File: src/rtl/sort_ctrl.sv
// Huffman frequency-sort sequencer: loads NUM counts, sorts them in place, then streams them out.
// Define SORT_DESCEND_EN for descending output. The default build sorts ascending.

module sort_en_dff #(
   parameter int W = 4
) (
   input  logic         clk,
   input  logic         ena,
   input  logic [W-1:0] d,
   output logic [W-1:0] q
);
   // NOTE: the register holds data only, so it has no reset. Control reset alone discards a batch.
   always_ff @(posedge clk) begin
      // NOTE: sequential state uses <= so that every slot samples the pre-edge values of its neighbours.
      if (ena) q <= d;
   end
endmodule

module sort_ctrl #(
   parameter int DATA_WIDTH = 4,
   parameter int NUM        = 8
) (
   input  logic                  clk,
   input  logic                  rst,
   input  logic [DATA_WIDTH-1:0] in_data,
   input  logic                  in_valid,
   output logic                  in_ready,
   output logic [DATA_WIDTH-1:0] out_data,
   output logic                  out_valid,
   input  logic                  out_ready,
   output logic                  out_last,
   output logic                  busy
);
   localparam int CW = $clog2(NUM);
   localparam logic [CW-1:0] LAST = CW'(NUM - 1);

   typedef enum logic [1:0] {LOAD, SORT, DRAIN} state_t;

   state_t                state_q, state_d;
   logic [CW-1:0]         wr_cnt_q, wr_cnt_d;
   logic [CW-1:0]         pass_q, pass_d;
   logic [CW-1:0]         rd_cnt_q, rd_cnt_d;
   logic [DATA_WIDTH-1:0] slot_q [NUM];
   logic [DATA_WIDTH-1:0] slot_d [NUM];
   logic                  ena [NUM];

   function automatic logic out_of_order(input logic [DATA_WIDTH-1:0] a,
                                         input logic [DATA_WIDTH-1:0] b);
`ifdef SORT_DESCEND_EN
      return a < b;
`else
      return a > b;
`endif
   endfunction

   for (genvar g = 0; g < NUM; g++) begin : g_slot
      sort_en_dff #(.W(DATA_WIDTH)) u_slot (
         .clk (clk),
         .ena (ena[g]),
         .d   (slot_d[g]),
         .q   (slot_q[g])
      );
   end

   always_ff @(posedge clk) begin
      if (rst) begin
         state_q  <= LOAD;
         wr_cnt_q <= '0;
         pass_q   <= '0;
         rd_cnt_q <= '0;
      end else begin
         state_q  <= state_d;
         wr_cnt_q <= wr_cnt_d;
         pass_q   <= pass_d;
         rd_cnt_q <= rd_cnt_d;
      end
   end

   always_comb begin
      // NOTE: each signal gets a default before the case statement, so no path can infer a latch.
      state_d  = state_q;
      wr_cnt_d = wr_cnt_q;
      pass_d   = pass_q;
      rd_cnt_d = rd_cnt_q;
      for (int i = 0; i < NUM; i++) begin
         ena[i]    = 1'b0;
         slot_d[i] = slot_q[i];
      end

      case (state_q)
         LOAD: begin
            if (in_valid) begin
               ena[wr_cnt_q]    = 1'b1;
               slot_d[wr_cnt_q] = in_data;
               if (wr_cnt_q == LAST) begin
                  state_d  = SORT;
                  wr_cnt_d = '0;
                  pass_d   = '0;
               end else begin
                  wr_cnt_d = wr_cnt_q + 1'b1;
               end
            end
         end
         SORT: begin
            // Even passes pair (0,1),(2,3)..; odd passes pair (1,2),(3,4)..
            for (int i = 0; i < NUM - 1; i++) begin
               if ((i % 2) == int'(pass_q[0]) && out_of_order(slot_q[i], slot_q[i+1])) begin
                  ena[i]      = 1'b1;
                  ena[i+1]    = 1'b1;
                  slot_d[i]   = slot_q[i+1];
                  slot_d[i+1] = slot_q[i];
               end
            end
            if (pass_q == LAST) begin
               state_d  = DRAIN;
               rd_cnt_d = '0;
            end else begin
               pass_d = pass_q + 1'b1;
            end
         end
         DRAIN: begin
            if (out_ready) begin
               if (rd_cnt_q == LAST) begin
                  state_d  = LOAD;
                  rd_cnt_d = '0;
               end else begin
                  rd_cnt_d = rd_cnt_q + 1'b1;
               end
            end
         end
         default: state_d = LOAD;
      endcase
   end

   assign in_ready  = (state_q == LOAD);
   assign out_valid = (state_q == DRAIN);
   assign busy      = (state_q != LOAD);
   assign out_last  = out_valid && (rd_cnt_q == LAST);
   assign out_data  = out_valid ? slot_q[rd_cnt_q] : '0;

endmodule
File: config.mk
export PLATFORM = sky130hd
export DESIGN_NAME = sort_ctrl
export DESIGN_NICKNAME = d
export VERILOG_FILES = /design/src/rtl/sort_ctrl.sv
export SDC_FILE = /design/constraint.sdc
export NUM_CORES = 1
export LEC_CHECK = 0
export CORE_ASPECT_RATIO = 0.9
export CORE_UTILIZATION = 30
export CTS_CLUSTER_DIAMETER = 50
export DETAILED_ROUTE_END_ITERATION = 8
export PLACE_DENSITY = 0.43
export SYNTH_ARGS = -nofsm -noshare
export SYNTH_HDL_FRONTEND = slang
export SYNTH_HIERARCHICAL = 1
export SYNTH_SLANG_ARGS = --single-unit
File: constraint.sdc
create_clock -name clk -period 2.95 [get_ports clk]
set_clock_uncertainty 0.15 [all_clocks]
set_input_delay 0.885 -clock clk [delete_from_list [all_inputs] [get_ports clk]]
set_output_delay 0.885 -clock clk [all_outputs]
set_load 0.01 [all_outputs]
==> impl_metrics.ini <==
[cts]
ctsHtreeMaxLevel = 2
hold_buffers = 0
cts-root-buf = clkbuf_16
clock_sinks = 43
clock_path_buffers = 2
clk_pin_slew_ns = 0.07
clk_latency_ns = 0.29
cts_tree = built
cts_buffers = 5

[synthesis]
synth-compound-area-share_pct = 22.0
syn_nets = 464
synth_fa_ha_area_share_pct = 11.0
ys.flop_type = edfxtp_1
synth_top_area_share_pct = 24.9
async_flop_share_pct = 0
yosys.area.top_type = edfxtp_1
synth_top_family_by_area = compound AO/OA/AOI/OAI gates
ys_ff_latch = 43
synth_mux_area_share_pct = 13.3
synthXorXnorAreaFrac_pct = 0
syn_avg_cell_area_um2 = 9.13
syn_area_um2 = 3850
syn_inst = 422
yosys_warnings = 6
synth_edf_count = 32
synthSimpleGateAreaFrac_pct = 16.6
seq_area_frac_synth_pct = 30.7
synth.area.top_cells = edfxtp_1 (25%), ha_1 (11%), mux2i_1 (8.6%), dfxtp_1 (5.7%), o21ai_0 (4.8%)
ys_types = 48

[grt]
gr-usage-all-layers_pct = 20.0
grt_pass1_wl_mm = 20.0
grt_max_degree = 26
antenna_found_initial = 0
grt_pass1_vias = 3427
grt_overflow_total = 0

[floorplan]
rows = 38
die_h_um = 110
die_w_um = 121
core_um2 = 12300
ios = 16
initial_utilization_pct = 31.4
die_area_um2 = 13300

[layout]
antenna_cells = 0
syn2layout_area_growth_pct = 21.2
nets = 518
final_common_cell = buf_4
fillCellCount = 1252
finalInstanceArea_um2 = 4670
multi_input_area_um2 = 2420
regArea_um2 = 1180
final_cell_mix = buf_4 (55), o21ai_0 (37), inv_1 (34), ha_1 (34), mux2i_1 (33)
final_util_pct = 38.1
layoutNonFillerInstCount = 637
drive_above_1_share_pct = 17.0

[setup_path]
cp-endpoint = out_data[1]
worstSetupStartpoint = rd_cnt_q[0]
r2r_cells = 7
worstPathArrival_ns = 1.83
worst_setup_path_start_kind = flop
worstPathRequired_ns = 1.92
r2r_setup_slack_ns = 0.25
crit_type = reg -> out
worstSetupEndpointType = output pin
r2r-start = g_slot[2].u_slot/q[3]
worstReg2RegEnd = g_slot[2].u_slot/q[0]
crit_fanout = 9

[min_path]
whs_path_depth = 2
hold_class = reg -> reg

[sta]
relSlewSlack_pct = 47.7
fin_crit_sh_pct = 97.1
tightest_slew_ns = 0.785
max_freq_ghz = 0.349
grt_setup_unrepaired = false
fin_crit_ns = 2.87
setup_ws_ns = 0.0847
fin_setup_tns_ns = 0
hold_violations = 0
setup-violations-final = 0
drv_slew = 0

[detailed_routing]
routedWlPerCell_um = 19.9
via_per_inst = 5.63
drtIter0Drc = 407
drt_wl_total_mm = 12.7
drcViolationCount = 0
via_count = 3585
drtAntennaViolNets = 0
drt_first_pass_iters = 6

[place]
dpl_cell_area_um2 = 4530
gp_congestion = 0.834
port_buffers = 15
hpwlAfterDp_mm = 9.66
dp.cells = 628
dp_worst_setup_slack_ns = 0.0132

[power]
peakVddDrop_mv = 0.208
leakage_nw = 1.96
p_per_area_nw_per_um2 = 302

[run]
maxCapViolCount = 0

[outcome]
outcome = finished clean
-- layer usage --
| metal | routed length [um] | global-route usage (%) |
|---|---|---|
| met1 | 6330 | 29.7 |
| met2 | 5420 | 30.8 |
| met4 | 79 | 2.91 |
| met5 | 0 | 0 |
| met3 | 842 | 2.80 |
-- cells in the mapped netlist (9+ instances only) --
cell type  count
a21oi_1       27
a221o_1        9
buf_2         12
dfxtp_1       11
edfxtp_1      32
ha_1          34
inv_1         34
mux2i_1       33
nand2_1       24
nor2_1        32
nor2b_1        9
nor3_1         9
o21ai_0       37
-- timing repair --
item                                    CTS  global route
gates cloned                              0             0
resized for setup                         4             3
buffers inserted                          0             1
endpoints found under the setup margin    4             4
-- critical path, stage by stage, from the launching register on --
cell,delay (ns)
dfxtp_2,0.34
buf_12,0.14
mux4_2,0.55
mux2i_1,0.16
nor2_1,0.06
dlygate4sd2_1,0.29
-- registers in the layout, summed over array words and instances, names as in the netlist --
| name | count |
|---|---|
| wr_cnt_q | 3 |
| pass_q | 3 |
| g_slot.u_slot/q | 32 |
| rd_cnt_q | 3 |
| state_q | 2 |
-- layout make-up --
class                      count  share of cell area, %
clock buffer                   7                   2.84
inverter                      34                   2.73
clock inverter                 1                  0.107
timing repair buffer          72                   12.8
sequential                    43                   25.3
multi-input combinational    320                   51.9
tap                          160                   4.29
-- kinds of logic after synthesis --
| family | after synthesis |
|---|---|
| multiplexers | 41 |
| flip-flops | 43 |
| buffers and inverters | 59 |
| AND/OR/NAND/NOR | 118 |
| adder cells (fa/ha/maj) | 34 |
| AO/OA/AOI/OAI | 127 |
-- worst min path at each step --
stage | startpoint | to | slack, ns
after floorplan | pass_q[1] | pass_q[1] | 0.31
final | pass_q[1] | pass_q[1] | 0.35
after global routing | pass_q[1] | pass_q[1] | 0.42
after global placement | pass_q[1] | pass_q[1] | 0.33
after detailed placement | pass_q[1] | pass_q[1] | 0.34
after CTS | pass_q[1] | pass_q[1] | 0.36
-- metrics by stage --
step / power, mW / hold WS (ns)
3_5_place_dp: 0.859 / 0.344
5_1_grt: 1.45 / 0.424
6_report: 1.41 / 0.353
3_3_place_gp: 0.860 / 0.331
2_1_floorplan: 0.790 / 0.311
4_1_cts: 1.42 / 0.361
-- power breakdown --
part | switching, mW | total [mW] | internal (mW)
logic | 0.0897 | 0.170 | 0.0808
registers | 0.0173 | 0.678 | 0.661
clock network | 0.246 | 0.560 | 0.314
Power figures use the tool's default switching activity.
